--- src/rtl/interpolator_sequencer.sv ---
// Strobe generator and sample/result sequencer for the 10x interpolator.
// Optional stats counters: define INTERP_SEQ_STATS_EN.
module interpolator_sequencer #(
  parameter int DIV   = 4,
  parameter int TICKS = 10
) (
  input  logic        clk,
  input  logic        reset_n,
  input  logic        enable,
  input  logic [7:0]  in_data,
  input  logic        in_valid,
  output logic        in_ready,
  output logic        clk_en,
  output logic        clk_en_10x,
  output logic [7:0]  sample_x0,
  output logic [7:0]  sample_x1,
  input  logic        end_stage,
  input  logic [79:0] y_bus,
  output logic [7:0]  out_data,
  output logic        out_valid,
  input  logic        out_ready,
  input  logic        clear_flags,
  output logic        underrun,
  output logic        overrun
`ifdef INTERP_SEQ_STATS_EN
  ,
  output logic [15:0] frame_count,
  output logic [15:0] underrun_count
`endif
);

  typedef enum logic {IDLE, RUN} state_t;

  localparam logic [3:0] DIV_MAX  = 4'(DIV - 1);
  localparam logic [3:0] TICK_MAX = 4'(TICKS - 1);

  state_t     state_q;
  logic [3:0] div_q;
  logic [3:0] tick_q;
  logic       clk_en_q;
  logic       ce10_q;
  logic [7:0] hold_q;
  logic       hold_v_q;
  logic [7:0] x0_q;
  logic [7:0] x1_q;
  logic [7:0] buf_q [10];
  logic [3:0] idx_q;
  logic       ov_q;
  logic       und_q;
  logic       ovr_q;

  logic accept_d;
  logic xfer_d;
  logic last_d;
  logic cap_d;
  logic cap_ok_d;
  logic und_set_d;
  logic ovr_set_d;

  assign in_ready  = (state_q == RUN) && !hold_v_q;
  assign accept_d  = in_valid && in_ready;
  assign xfer_d    = ov_q && out_ready;
  assign last_d    = xfer_d && (idx_q == 4'd9);
  assign cap_d     = end_stage && ce10_q;
  assign cap_ok_d  = cap_d && (!ov_q || last_d);
  assign und_set_d = clk_en_q && !hold_v_q;
  assign ovr_set_d = cap_d && !cap_ok_d;

  assign clk_en     = clk_en_q;
  assign clk_en_10x = ce10_q;
  assign sample_x0  = x0_q;
  assign sample_x1  = x1_q;
  assign out_valid  = ov_q;
  assign out_data   = ov_q ? buf_q[idx_q] : 8'h00;
  assign underrun   = und_q;
  assign overrun    = ovr_q;

  // RUN leaves only where the next tick-0 strobe would fire
  always_ff @(posedge clk or negedge reset_n) begin
    if (!reset_n) begin
      state_q  <= IDLE;
      div_q    <= '0;
      tick_q   <= '0;
      clk_en_q <= 1'b0;
      ce10_q   <= 1'b0;
    end else begin
      clk_en_q <= 1'b0;
      ce10_q   <= 1'b0;
      unique case (state_q)
        IDLE: begin
          div_q  <= '0;
          tick_q <= '0;
          if (enable) state_q <= RUN;
        end
        RUN: begin
          if (div_q == DIV_MAX) begin
            div_q <= '0;
            if (tick_q == 4'd0 && !enable) begin
              state_q <= IDLE;
            end else begin
              ce10_q   <= 1'b1;
              clk_en_q <= (tick_q == 4'd0);
              tick_q   <= (tick_q == TICK_MAX) ? 4'd0 : tick_q + 4'd1;
            end
          end else begin
            div_q <= div_q + 4'd1;
          end
        end
        default: state_q <= IDLE;
      endcase
    end
  end

  always_ff @(posedge clk or negedge reset_n) begin
    if (!reset_n) begin
      hold_q   <= '0;
      hold_v_q <= 1'b0;
      x0_q     <= '0;
      x1_q     <= '0;
    end else begin
      if (clk_en_q && hold_v_q) begin
        x0_q     <= x1_q;
        x1_q     <= hold_q;
        hold_v_q <= 1'b0;
      end
      if (accept_d) begin
        hold_q   <= in_data;
        hold_v_q <= 1'b1;
      end
    end
  end

  always_ff @(posedge clk or negedge reset_n) begin
    if (!reset_n) begin
      for (int i = 0; i < 10; i++) buf_q[i] <= '0;
      idx_q <= '0;
      ov_q  <= 1'b0;
    end else if (cap_ok_d) begin
      for (int i = 0; i < 10; i++) buf_q[i] <= y_bus[8*i +: 8];
      idx_q <= '0;
      ov_q  <= 1'b1;
    end else if (xfer_d) begin
      if (last_d) begin
        idx_q <= '0;
        ov_q  <= 1'b0;
      end else begin
        idx_q <= idx_q + 4'd1;
      end
    end
  end

  always_ff @(posedge clk or negedge reset_n) begin
    if (!reset_n) begin
      und_q <= 1'b0;
      ovr_q <= 1'b0;
    end else begin
      if (clear_flags) begin
        und_q <= 1'b0;
        ovr_q <= 1'b0;
      end
      if (und_set_d) und_q <= 1'b1;
      if (ovr_set_d) ovr_q <= 1'b1;
    end
  end

`ifdef INTERP_SEQ_STATS_EN
  logic [15:0] fc_q;
  logic [15:0] uc_q;

  assign frame_count    = fc_q;
  assign underrun_count = uc_q;

  always_ff @(posedge clk or negedge reset_n) begin
    if (!reset_n) begin
      fc_q <= '0;
      uc_q <= '0;
    end else if (clear_flags) begin
      fc_q <= {15'd0, clk_en_q};
      uc_q <= {15'd0, und_set_d};
    end else begin
      if (clk_en_q && fc_q != 16'hFFFF) fc_q <= fc_q + 16'd1;
      if (und_set_d && uc_q != 16'hFFFF) uc_q <= uc_q + 16'd1;
    end
  end
`endif

endmodule

--- config.mk ---
export PLATFORM = sky130hd
export DESIGN_NAME = interpolator_sequencer
export DESIGN_NICKNAME = d
export VERILOG_FILES = /design/src/rtl/interpolator_sequencer.sv
export SDC_FILE = /design/constraint.sdc
export NUM_CORES = 1
export LEC_CHECK = 0
export ABC_AREA = 0
export BUFFER_PORTS_ARGS = -buffer_cell sky130_fd_sc_hd__clkbuf_2
export CORE_MARGIN = 8
export CORE_UTILIZATION = 54
export DETAILED_ROUTE_END_ITERATION = 7
export PLACE_DENSITY = 0.8
export SLEW_MARGIN = 0
export SYNTH_ARGS = -nofsm -noshare
export SYNTH_HDL_FRONTEND = slang
export SYNTH_SLANG_ARGS = --single-unit
export TNS_END_PERCENT = 1
--- constraint.sdc ---
create_clock -name clk -period 2.51 [get_ports clk]
set_input_delay 0 -clock clk [delete_from_list [all_inputs] [get_ports clk]]
set_output_delay 0 -clock clk [all_outputs]
set_load 0.05 [all_outputs]
# [After elaboration in Yosys (flattened, before gate mapping)]
# Cells that the tools add are included.
[word_totals] n_memories=0 inputBits=95 elab_cells=87 ramBits=0 latchBits=0 regBits=123 rom_bits=0
[op_classes] muxes=30 bitwise_logic=2 reduce_logical=23 div=0 shifts=0 multipliers=0 n_eq_ne=5 order_cmp=1 addsub=3
[ops] operator="binary-select mux 8 bit (select 4 bit)" n=1
[ops] operator="2-to-1 mux 4 bit" n=7
[ops] operator="2-to-1 mux 8 bit" n=3
[ops] operator="2-to-1 mux 1 bit" n=16
[ops] operator="one-hot mux 4 bit (2 select lines)" n=2
[ops] operator="adder 4 x 1 -> 4 bit, second input constant" n=3
[ops] operator="logical AND 1 bit" n=10
[ops] operator="nonzero test 2 bit" n=5
[ops] operator="== test 4 bit, second input constant" n=2
[ops] operator=">= comparator 5 bit, second input constant" n=1
[ops] operator="NOT 4 -> 5 bit" n=1
[ops] operator="== test 4 x 2 -> 1 bit, second input constant" n=1
[ops] operator="zero test 1 bit" n=4
[ops] operator="zero test 4 bit" n=1
[ops] operator="AND reduction 2 bit" n=2
[ops] operator="!= test 2 x 1 -> 1 bit, second input constant" n=1
[ops] operator="!= test 2 bit, second input constant" n=1
[ops] operator="one-hot mux 1 bit (2 select lines)" n=1
[ops] operator="logical OR 1 bit" n=1
[ops] operator="NOT 1 bit" n=1

# [Logic depth before layout (Yosys ltp)]
[depth] ltp_word=7 mapped_depth=8 ltp_nobuf=6

# [Least setup slack after synthesis]
# OpenSTA, ideal clock, no wires.
[synth_timing] kind="register to output" startpoint="register idx_q[1]" endpoint="output out_data[0]" arrival_time_ns=2.391 setup_slack_ns=0.119 required_time_ns=2.510 path_stages_with_launch=5 path_cell_list="dfrtp_1 > buf_1 > nor3b_1 > nand2_1 > a21boi_0"
[synth_between] elab_chain_cells=5
[synth_rtl] element="start: declaration" line_no="47" rtl="logic [3:0] idx_q;"
[synth_rtl] element="start signal: assignment" line_no="147" rtl="idx_q <= idx_q + 4'd1;"
[synth_rtl] element="NOT 4 -> 5 bit (implied by the code)" line_no="74" rtl="assign out_data = ov_q ? buf_q[idx_q] : 8'h00;"
[synth_rtl] element="binary-select mux 8 bit (select 4 bit)" line_no="74"
[synth_rtl] element="2-to-1 mux 8 bit (implied by the code) (2 in a row)" line_no="74"
[synth_rtl] element="2-to-1 mux 8 bit" line_no="74"
[synth_rtl] element="end: declaration" line_no="19" rtl="output logic [7:0] out_data,"
# Every way passes these cells. The select of a mux whose other input is x is not followed.

# [Worst setup path in the final report]
[layout_timing] startpoint="register idx_q[0]" endpoint="output out_data[6]"
# Same word-level chain as after synthesis.

==> impl_metrics.json <==
{
  "grt_pass1_wl_um": 24600,
  "grt-ovfl-total": 0,
  "arrival_ns": 2.36,
  "hold-worst-slack_ns": 0.0455,
  "crit_type": "flop to primary output",
  "die_x_um": 117,
  "p_per_area_nw_per_um2": 1270,
  "gr-usage-met3_pct": 8.25,
  "fmax_mhz": 423,
  "synth.most_common_cell": "dfrtp_1",
  "async_flop_share_pct": 100,
  "wire_per_inst_um": 19.7,
  "yosysSeqAreaShare_pct": 55.5,
  "worstPathCellList": "buf_4 > mux2i_1 > a221oi_1 > o21ai_0 > a21boi_0 > buf_2",
  "swShare_pct": 36.3,
  "fin_crit_ns": 2.36,
  "yosysTopAreaCell": "dfrtp_1",
  "synthesis.nets": 496,
  "worstPathRequired_ns": 2.51,
  "clockRootBuffer": "clkbuf_8",
  "dp_hpwl_um": 9040,
  "ys_top_cells_by_count": "dfrtp_1 (123), mux2_2 (104), nand2_1 (20), mux2i_1 (19), o21ai_0 (17)",
  "rsz0062_at_grt": "false",
  "ys_ff_latch": 123,
  "drt_iter0_markers": 273,
  "post-route-period-util_pct": 94.1,
  "num_rows": 37,
  "p_sw_uw": 3650,
  "grt_pass1_vias": 4667,
  "syn_area_um2": 5550,
  "gr-max-usage-layer": "met2",
  "die_y_um": 117,
  "gp_congestion": 0.802,
  "hold_class": "input pin to async pin",
  "synth.distinct_cells": 36,
  "peakVddDrop_mv": 0.895,
  "path_buf_inv": 2,
  "hold_viol_final": 0,
  "crit_family": "compound AO/OA/AOI/OAI gates",
  "cp_max_fo": 7,
  "synth_area_leaders": "dfrtp_1 (55%), mux2_2 (21%), mux2i_1 (3.4%)",
  "place_inst": 643,
  "clockPowerShare_pct": 25.1,
  "syn_to_final_growth_pct": 42.6,
  "maxCapViolCount": 0,
  "clock_sinks": 123,
  "grt_max_degree": 77,
  "antenna_found_initial": 1,
  "viasPerCell": 5.35,
  "rr_worst_depth": 7,
  "drc": 0,
  "clock_path_buffers": 2,
  "status": "finished clean",
  "coreArea_um2": 10100,
  "cts_inserted_buffers": 17,
  "finalNonFillerCells": 773,
  "slowest_delay_ns": 0.44,
  "setup_viol": 0,
  "use_met2_pct": 39.7,
  "seqPwrFrac_pct": 35.6,
  "p_int_uw": 6400,
  "synth_top_area_share_pct": 55.5,
  "path_depth": 6,
  "routed_wl_um": 15300,
  "ys.flop_type": "dfrtp_1",
  "multi_input_area_um2": 2310,
  "nets": 724,
  "die_area_um2": 13800,
  "start_util_pct": 54.7,
  "syn_avg_cell_area_um2": 14.0,
  "drv_slew": 0,
  "port_buffers": 124,
  "fillers": 578,
  "ant_nets": 0,
  "worst-slew-pin-transition_ns": 0.696,
  "slowest_stage": "dfrtp_2",
  "seqCellArea_um2": 3080,
  "synth_edf_count": 0,
  "dr.pass1.iters": 4,
  "crit_path_end_kind": "primary output",
  "p_leak_uw": 0.00366,
  "clock_latency_ns": 0.53,
  "p_comb_share_pct": 39.3,
  "syn-instance-count": 395,
  "yosys_warnings": 0,
  "use_met1_pct": 24.7,
  "cp-start-kind": "flop",
  "setup_tns_ns": 0,
  "io_pins": 125,
  "finClkSkew_ns": 0.00647,
  "tritoncts": "yes",
  "relSlewSlack_pct": 53.5,
  "vias": 4138,
  "final_layout_size_suffix_gt1_share_pct": 45.1,
  "path_clk_slew_ns": 0.06,
  "h-tree-depth": 4,
  "grtUsageTotal_pct": 22.8
}
-- cells by family (layout without fill, tap and decap cells) --
| kind of cell | Yosys count | in the layout | synth area share (%) |
|---|---|---|---|
| other cells | 0 | 1 | 0 |
| fa+ha+maj | 6 | 6 | 1.35 |
| simple gates | 48 | 48 | 4.47 |
| compound gates | 49 | 49 | 6.04 |
| xor+xnor | 1 | 1 | 0.158 |
| buf+inv | 29 | 270 | 3.09 |
| mux | 139 | 139 | 29.4 |
| flops | 123 | 123 | 55.5 |
-- worst reg2reg max path: cells and delay by family (launching register included) --
family	cells	cell delay, ns
AO/OA/AOI/OAI	1	0.21
AND/OR/NAND/NOR	3	0.51
flip-flops	1	0.44
adder cells (fa/ha/maj)	1	0.18
buffers and inverters	2	0.73
-- sequential cells by signal, summed over array words and instances (netlist names) --
name / flops
sample_x1: 8
underrun: 1
tick_q: 4
clk_en: 1
out_valid: 1
state_q: 1
idx_q: 4
overrun: 1
hold_q: 8
sample_x0: 8
div_q: 4
hold_v_q: 1
buf_q: 80
clk_en_10x: 1
-- power groups by stage --
stage	sequential [uW]	combinational [uW]	clock [uW]
CTS	3550	3910	2570
floorplan	3820	2450	0
finish	3580	3950	2530
global route	3700	4220	2650
global placement	3530	3580	0
detailed placement	3580	3690	0
-- metrics by stage --
stage / instance area, um2 / power [uW] / setup WS (ns) / utilization (%)
after floorplan: 5550 / 6280 / 0.119 / -
after global placement: 6310 / 7120 / 0.513 / 62.2
after detailed placement: 6310 / 7270 / 0.438 / 62.2
after CTS: 7900 / 10000 / 0.0115 / 77.9
after global routing: 7910 / 10600 / 0.0655 / 78.1
final: 7910 / 10000 / 0.148 / 78.1
-- layer usage --
metal	part of all wire [%]	vias up	wire length [um]
met5	0	-	0
met4	2.3	0	351
met3	6.6	31	1010
met2	52	170	7970
met1	39	2046	5930
li1	-	1891	-
-- final cells by class --
type / count / share of cell area (%)
inverters: 8 / 0.379
well taps: 136 / 2.15
multi-input cells: 243 / 29.2
clock buffers: 21 / 5.68
flip-flops and latches: 123 / 38.9
diodes: 1 / 0.0316
clock inverters: 11 / 2.12
repair buffers: 230 / 21.5
-- layout by cell type (no fill, tap or decap), drive strengths merged, types with 5 or more instances in the layout --
cell         netlist  layout
a21boi            11      11
dlygate4sd3        0      94
clkbuf             7     142
mux4               8       8
buf               14      15
o21ai             17      17
a221oi             8       8
nor2b              5       5
clkinv             0       5
nand2             20      20
dfrtp            123     123
a21oi              6       6
mux2             112     112
mux2i             19      19
inv                8       8
and2               5       5
ha                 6       6
-- final timing paths --
check	startpoint	slack, ns	end
hold reg to reg	div_q[0]	0.47	div_q[0]
setup / recovery	idx_q[0]	0.15	out_data[6]
hold / removal	reset_n	0.05	buf_q[28]
min in group clk	in_valid	0.07	hold_v_q
max in group asynchronous	reset_n	1.62	idx_q[2]
setup reg to reg	idx_q[0]	0.38	overrun
-- what timing repair did --
item                                   4_1_cts  5_1_grt
pin swaps                                    0        0
endpoints found under the hold margin      147        0
setup buffers                                3        0
setup endpoints to repair                    5        8
hold buffers                                94        0
resized for setup                            3       11
Note: power is estimated with default switching activity, not from simulation.
